**config.mk**
```make
export PLATFORM = sky130hd
export DESIGN_NAME = mcl_sine_req_arbiter
export DESIGN_NICKNAME = d
export VERILOG_FILES = /design/src/rtl/mcl_sine_req_arbiter.sv
export SDC_FILE = /design/constraint.sdc
export NUM_CORES = 1
export LEC_CHECK = 0
export ABC_CLOCK_PERIOD_IN_PS = 8900
export CAP_MARGIN = 25
export CORE_AREA = 2 2 186 188
export DETAILED_ROUTE_END_ITERATION = 6
export DIE_AREA = 0 0 188 190
export PLACE_DENSITY = 0.51
export SKIP_LAST_GASP = 1
export SYNTH_ARGS = -nofsm -noshare
export SYNTH_HDL_FRONTEND = slang
export SYNTH_SLANG_ARGS = --single-unit
```
**constraint.sdc**
```tcl
create_clock -name clk -period 8.9 [get_ports clk]
set_input_delay 0.89 -clock clk [delete_from_list [all_inputs] [get_ports clk]]
set_output_delay 0.89 -clock clk [all_outputs]
set_load 0.005 [all_outputs]
```
**src/rtl/mcl_sine_req_arbiter.sv**
```systemverilog
// Shares one sine pipeline among NUM_REQ requesters.
// Operands are granted round-robin. A tag FIFO remembers which requester owns
// each operand inside the pipeline, so results are routed back in pipeline order.
// A flush controller stops new operands and reports when the pipeline is empty.
//
// state    | meaning
// ---------+----------------------------------------------------------
// ST_RUN   | normal operation, operands accepted
// ST_DRAIN | flush requested, no new operands, waiting for tag FIFO empty
// ST_DONE  | drain complete, flush_done pulses for this one cycle
// ST_HOLD  | drained, flush_req still high, idle until it drops
module mcl_sine_req_arbiter #(
  parameter int NUM_REQ      = 4,
  parameter int FLT_EXP      = 11,
  parameter int FLT_FRAC     = 52,
  parameter int MAX_INFLIGHT = 32,
  localparam int W           = FLT_EXP + FLT_FRAC + 1,
  localparam int IDX_W       = $clog2(NUM_REQ),
  localparam int CNT_W       = $clog2(MAX_INFLIGHT + 1),
  localparam int PTR_W       = $clog2(MAX_INFLIGHT)
) (
  input  logic                 clk,
  input  logic                 rst,
  input  logic [NUM_REQ-1:0]   req_avail,
  output logic [NUM_REQ-1:0]   req_get,
  input  logic [NUM_REQ*W-1:0] req_data,
  output logic                 pipe_avail_x,
  input  logic                 pipe_get_x,
  output logic [W-1:0]         pipe_data_x,
  input  logic                 pipe_res_avail,
  output logic                 pipe_res_get,
  input  logic [W-1:0]         pipe_res_data,
  output logic [NUM_REQ-1:0]   rsp_avail,
  input  logic [NUM_REQ-1:0]   rsp_get,
  output logic [W-1:0]         rsp_data,
  input  logic                 flush_req,
  output logic                 flush_done,
  output logic [CNT_W-1:0]     inflight_cnt,
  output logic                 err_orphan
);

  typedef enum logic [1:0] {ST_RUN, ST_DRAIN, ST_DONE, ST_HOLD} state_t;

  state_t            state, state_nxt;
  logic [IDX_W-1:0]  rr_ptr;
  logic [IDX_W-1:0]  grant;
  logic              grant_vld;
  logic [IDX_W:0]    scan_sum;
  logic [IDX_W-1:0]  scan_idx;
  logic [IDX_W-1:0]  tag_mem [MAX_INFLIGHT];
  logic [PTR_W-1:0]  wr_ptr, rd_ptr;
  logic [CNT_W-1:0]  cnt;
  logic [IDX_W-1:0]  head_tag;
  logic              fifo_empty, fifo_full;
  logic              push, pop, orphan;
  logic [W-1:0]      req_word [NUM_REQ];

  for (genvar i = 0; i < NUM_REQ; i++) begin : g_word
    assign req_word[i] = req_data[i*W +: W];
  end

  assign fifo_empty   = (cnt == '0);
  assign fifo_full    = (cnt == CNT_W'(MAX_INFLIGHT));
  assign head_tag     = tag_mem[rd_ptr];
  assign inflight_cnt = cnt;
  assign rsp_data     = pipe_res_data;
  assign pipe_data_x  = req_word[grant];

  // Round-robin scan: first requesting index at or above rr_ptr, wrapping.
  always_comb begin
    grant     = '0;
    grant_vld = 1'b0;
    scan_sum  = '0;
    scan_idx  = '0;
    for (int k = 0; k < NUM_REQ; k++) begin
      scan_sum = {1'b0, rr_ptr} + (IDX_W+1)'(k);
      if (scan_sum >= (IDX_W+1)'(NUM_REQ))
        scan_sum = scan_sum - (IDX_W+1)'(NUM_REQ);
      scan_idx = scan_sum[IDX_W-1:0];
      if (!grant_vld && req_avail[scan_idx]) begin
        grant_vld = 1'b1;
        grant     = scan_idx;
      end
    end
  end

  // Handshake decode; all outputs are held quiet while reset is asserted.
  always_comb begin
    pipe_avail_x = !rst && (state == ST_RUN) && !fifo_full && grant_vld;
    push         = pipe_avail_x && pipe_get_x;
    req_get      = '0;
    if (push)
      req_get[grant] = 1'b1;
    rsp_avail = '0;
    if (!rst && !fifo_empty)
      rsp_avail[head_tag] = pipe_res_avail;
    pop          = !rst && !fifo_empty && pipe_res_avail && rsp_get[head_tag];
    orphan       = !rst && fifo_empty && pipe_res_avail;
    pipe_res_get = !rst && (fifo_empty ? pipe_res_avail : rsp_get[head_tag]);
    flush_done   = !rst && (state == ST_DONE);
  end

  // Flush controller next state.
  always_comb begin
    state_nxt = state;
    case (state)
      ST_RUN:   if (flush_req) state_nxt = ST_DRAIN;
      ST_DRAIN: if (fifo_empty) state_nxt = ST_DONE;
      ST_DONE:  state_nxt = flush_req ? ST_HOLD : ST_RUN;
      ST_HOLD:  if (!flush_req) state_nxt = ST_RUN;
      default:  state_nxt = ST_RUN;
    endcase
  end

  // Control registers: FSM, rr pointer, FIFO pointers, occupancy, sticky error.
  always_ff @(posedge clk) begin
    if (rst) begin
      state      <= ST_RUN;
      rr_ptr     <= '0;
      wr_ptr     <= '0;
      rd_ptr     <= '0;
      cnt        <= '0;
      err_orphan <= 1'b0;
    end else begin
      state <= state_nxt;
      if (push) begin
        rr_ptr <= (grant == IDX_W'(NUM_REQ-1)) ? '0 : grant + 1'b1;
        wr_ptr <= wr_ptr + 1'b1;
      end
      if (pop)
        rd_ptr <= rd_ptr + 1'b1;
      case ({push, pop})
        2'b10:   cnt <= cnt + 1'b1;
        2'b01:   cnt <= cnt - 1'b1;
        default: cnt <= cnt;
      endcase
      if (orphan)
        err_orphan <= 1'b1;
    end
  end

  // Tag storage; contents are don't-care while the occupancy says empty.
  always_ff @(posedge clk) begin
    if (push)
      tag_mem[wr_ptr] <= grant;
  end

endmodule

```
==> flow_summary_export.csv <==
group,metric,value,unit
run_status,outcome,"finished, final reports clean",
floorplanning,die_w,188,µm
critical_path,crit_chain,"clkdlybuf4s50_1, inv_1, nor2_1, a21oi_1, nor2_1, a211o_4, inv_4, buf_4, nand2_1, and3_1, a31oi_1, clkdlybuf4s50_1",
layout,synthToLayoutAreaGrowth,55.7,%
placed_design,hpwl,25.6,mm
layout,finalNetCount,1461,
critical_path,crit_required,8010,ps
layout,fin_area,0.0105,mm²
synth,netlist_instances,870,
sta,setup-tns-final,0,ps
worst_hold_path,min_from,"rd_ptr[4]$_SDFFE_PP0N_",
pwr,ir_drop,102,µV
critical_path,cpMaxStageDelayCell,"buf_4",
route,via_count,7084,
global_routing,gr-total-overflow,0,
clock_tree,clk_pin_slew,60,ps
critical_path,worstReg2RegEnd,"inflight_cnt[4]$_SDFFE_PP0P_",
sta,setup_viol_count_final,0,
synth,synthTopCellsByArea,"edfxtp_1, nand2_1, dfxtp_1, buf_4, and3_1",
synth,ys_ff_latch,90,
layout,n_fill_cell,3628,
global_routing,antenna_found_initial,2,
clock_tree,post-cts-setup-buffers,0,
clock_tree,cts-htree-levels,3,
synth,synth_cell_types,56,
global_routing,grt_use_total,17.1,%
clock_tree,ctsResizeCount,0,
critical_path,cp-end-kind,"output pin",
route,ant_nets,0,
clock_tree,clkSinkCount,90,
global_routing,grt.met3_usage,7.84,%
critical_path,cpPeakStageDelay,660,ps
placed_design,dpl_cell_area,0.0102,mm²
pwr,p_leak,3.85,nW
critical_path,critPathArrivalTime,4580,ps
floorplanning,rows,68,
layout,post-route-util,31.0,%
global_routing,grt_first_pass_wirelength,45.6,mm
sta,fin_worst_skew,5.75,ps
clock_tree,tritoncts,"built",
global_routing,top_usage_layer,"met2",
sta,hold_viol,0,
synth,yosys_warnings,0,
global_routing,use_met2,26.8,%
clock_tree,clk_path_buf_depth,2,
critical_path,regToRegSetupSlack,4380,ps
floorplanning,ioPinCount,479,
clock_tree,numCtsBuffers,9,
synth,yosysTopAreaCell,"edfxtp_1",
route,drt-pass1-iter-count,4,
layout,multi_input_area,0.00355,mm²
placed_design,globalplace.congestion,0.893,
synth,ys_top_cells_by_count,"nand2_1, and3_1, buf_4",
sta,rsz0062_at_grt,"false",
synth,avgSynthCellArea,7.76,µm²
floorplanning,die_area,0.0357,mm²
global_routing,grt_pass1_vias,7005,
clock_tree,clk_latency,340,ps
sta,fin_crit_sh,61.5,%
pwr,powerDensity,136,mW/mm²
sta,slew-limit-headroom,43.0,%
synth,seq_area_frac_synth,36.2,%
synth,synth_top_flop_cell,"edfxtp_1",
critical_path,critPathKind,"primary input to output pin",
layout,seq_area,0.00244,mm²
synth,syn_area,0.00675,mm²
floorplanning,core_area,0.0339,mm²
route,drtIter0Drc,294,
floorplanning,initial_core_util,19.9,%
synth,synth_top_area_share,28.5,%
run,maxCapViolCount,0,
critical_path,crit_path_start,"req_avail[0]",
route,drt_wl_total,32.1,mm
placed_design,portBuffers,350,
clock_tree,hold_buffers,0,
layout,drive_above_1_share,3.93,%
route,viasPerCell,4.49,
critical_path,worst-path-buf-inv,5,
synth,synth.most_common_cell,"nand2_1",
clock_tree,root_buffer,"clkbuf_16",
global_routing,grt_max_degree,73,
route,drcViolationCount,0,
worst_hold_path,hold_class,"register to register",
synth,synthArstFlopShare,0,%
critical_path,crit_fanout,72,
critical_path,cp-start-kind,"primary input",
worst_hold_path,hold_path_depth,1,
synth,synth_edf_count,64,
sta,min_period,5470,ps
critical_path,worst-r2r-cell-count,18,
critical_path,critPathTopFamily,"buffers and inverters",
global_routing,use_met1,21.9,%
sta,drv_slew,0,
route,wl_per_cell,20.4,µm
synth,synthesis.nets,1215,
sta,worst_slew_pin_slew,850,ps
floorplanning,die_h,190,µm
sta,fmax,0.183,GHz
-- final cells by class --
| class | count | share of cell area [%] |
|---|---|---|
| multi-input cells | 646 | 33.7 |
| repair buffers | 358 | 33.9 |
| well taps | 455 | 5.42 |
| diodes | 2 | 0.0476 |
| flip-flops and latches | 90 | 23.2 |
| clock inverters | 5 | 0.810 |
| clock buffers | 11 | 2.40 |
| inverters | 11 | 0.429 |
-- flip-flops by register name, indices dropped and copies added, names as in the netlist, named ones only --
signal / flops
wr_ptr: 5
rd_ptr: 5
rr_ptr: 2
inflight_cnt: 6
tag_mem: 64
state: 2
err_orphan: 1
-- report_power, final --
group	switching [mW]	leakage (nW)	internal [mW]
Combinational	0.254	2.90	0.292
Sequential	0.00617	0.794	0.461
Clock	0.155	0.162	0.263
Total	0.416	3.85	1.02
-- worst max path at each step --
stage | end | cells after the start
6_report | pipe_data_x[25] | 12
5_1_grt | pipe_data_x[25] | 12
4_1_cts | pipe_data_x[25] | 12
3_5_place_dp | pipe_data_x[25] | 12
3_3_place_gp | pipe_data_x[25] | 12
2_1_floorplan | req_get[3] | 10
-- worst register-to-register path, cell delays in order, from the launching register on --
cell and delay, ps:
dfxtp_1 370, nor2b_1 670, a22oi_1 200, nand2_1 200
o31a_1 250, nand3_1 180, and3b_4 240, a211oi_4 370
ha_1 530, xor2_1 130, ha_1 200, a21oi_1 250
nor2b_1 80, o21ai_0 150, a21oi_1 80, a311oi_1 250
nor2_1 80, xnor2_1 130, nor2_1 50
-- routing by layer --
layer / share of wire, % / up-vias
met2: 45 / 291
met4: 0.63 / 4
met5: 0.35 / -
li1: - / 3444
met1: 44 / 3331
met3: 10 / 14
-- cell usage in the layout (no fill, tap or decap), types with 3 or more instances in the layout --
master,n
a21oi_1,17
a22oi_1,9
a31oi_1,64
and3_1,69
buf_4,8
clkbuf_16,9
clkdlybuf4s50_1,350
dfxtp_1,26
edfxtp_1,64
ha_1,12
inv_1,9
mux2i_1,34
nand2_1,281
nand2b_1,4
nand3_1,13
nand3b_1,4
nand4_1,3
nor2_1,61
nor2b_1,7
nor3b_1,4
o21ai_0,6
or3_1,6
or3b_2,3
xnor2_1,3
xor2_1,6
-- logic make-up after synthesis --
group | synth area share [%]
AO/OA/AOI/OAI | 12.8
adder cells (fa/ha/maj) | 2.22
XOR/XNOR | 1.17
flip-flops | 36.2
multiplexers | 5.26
buffers and inverters | 11.6
AND/OR/NAND/NOR | 30.7
-- metrics by stage --
stage	power (mW)	setup WS [ps]	std cells	hold slack, ps
CTS	1.45	3400	1576	447
global route	1.51	3200	1577	486
finish	1.43	3430	1578	453
floorplan	0.715	5000	870	419
detailed placement	1.02	3430	1560	442
global placement	1.03	3340	1560	438
Power figures use the tool's default switching activity.
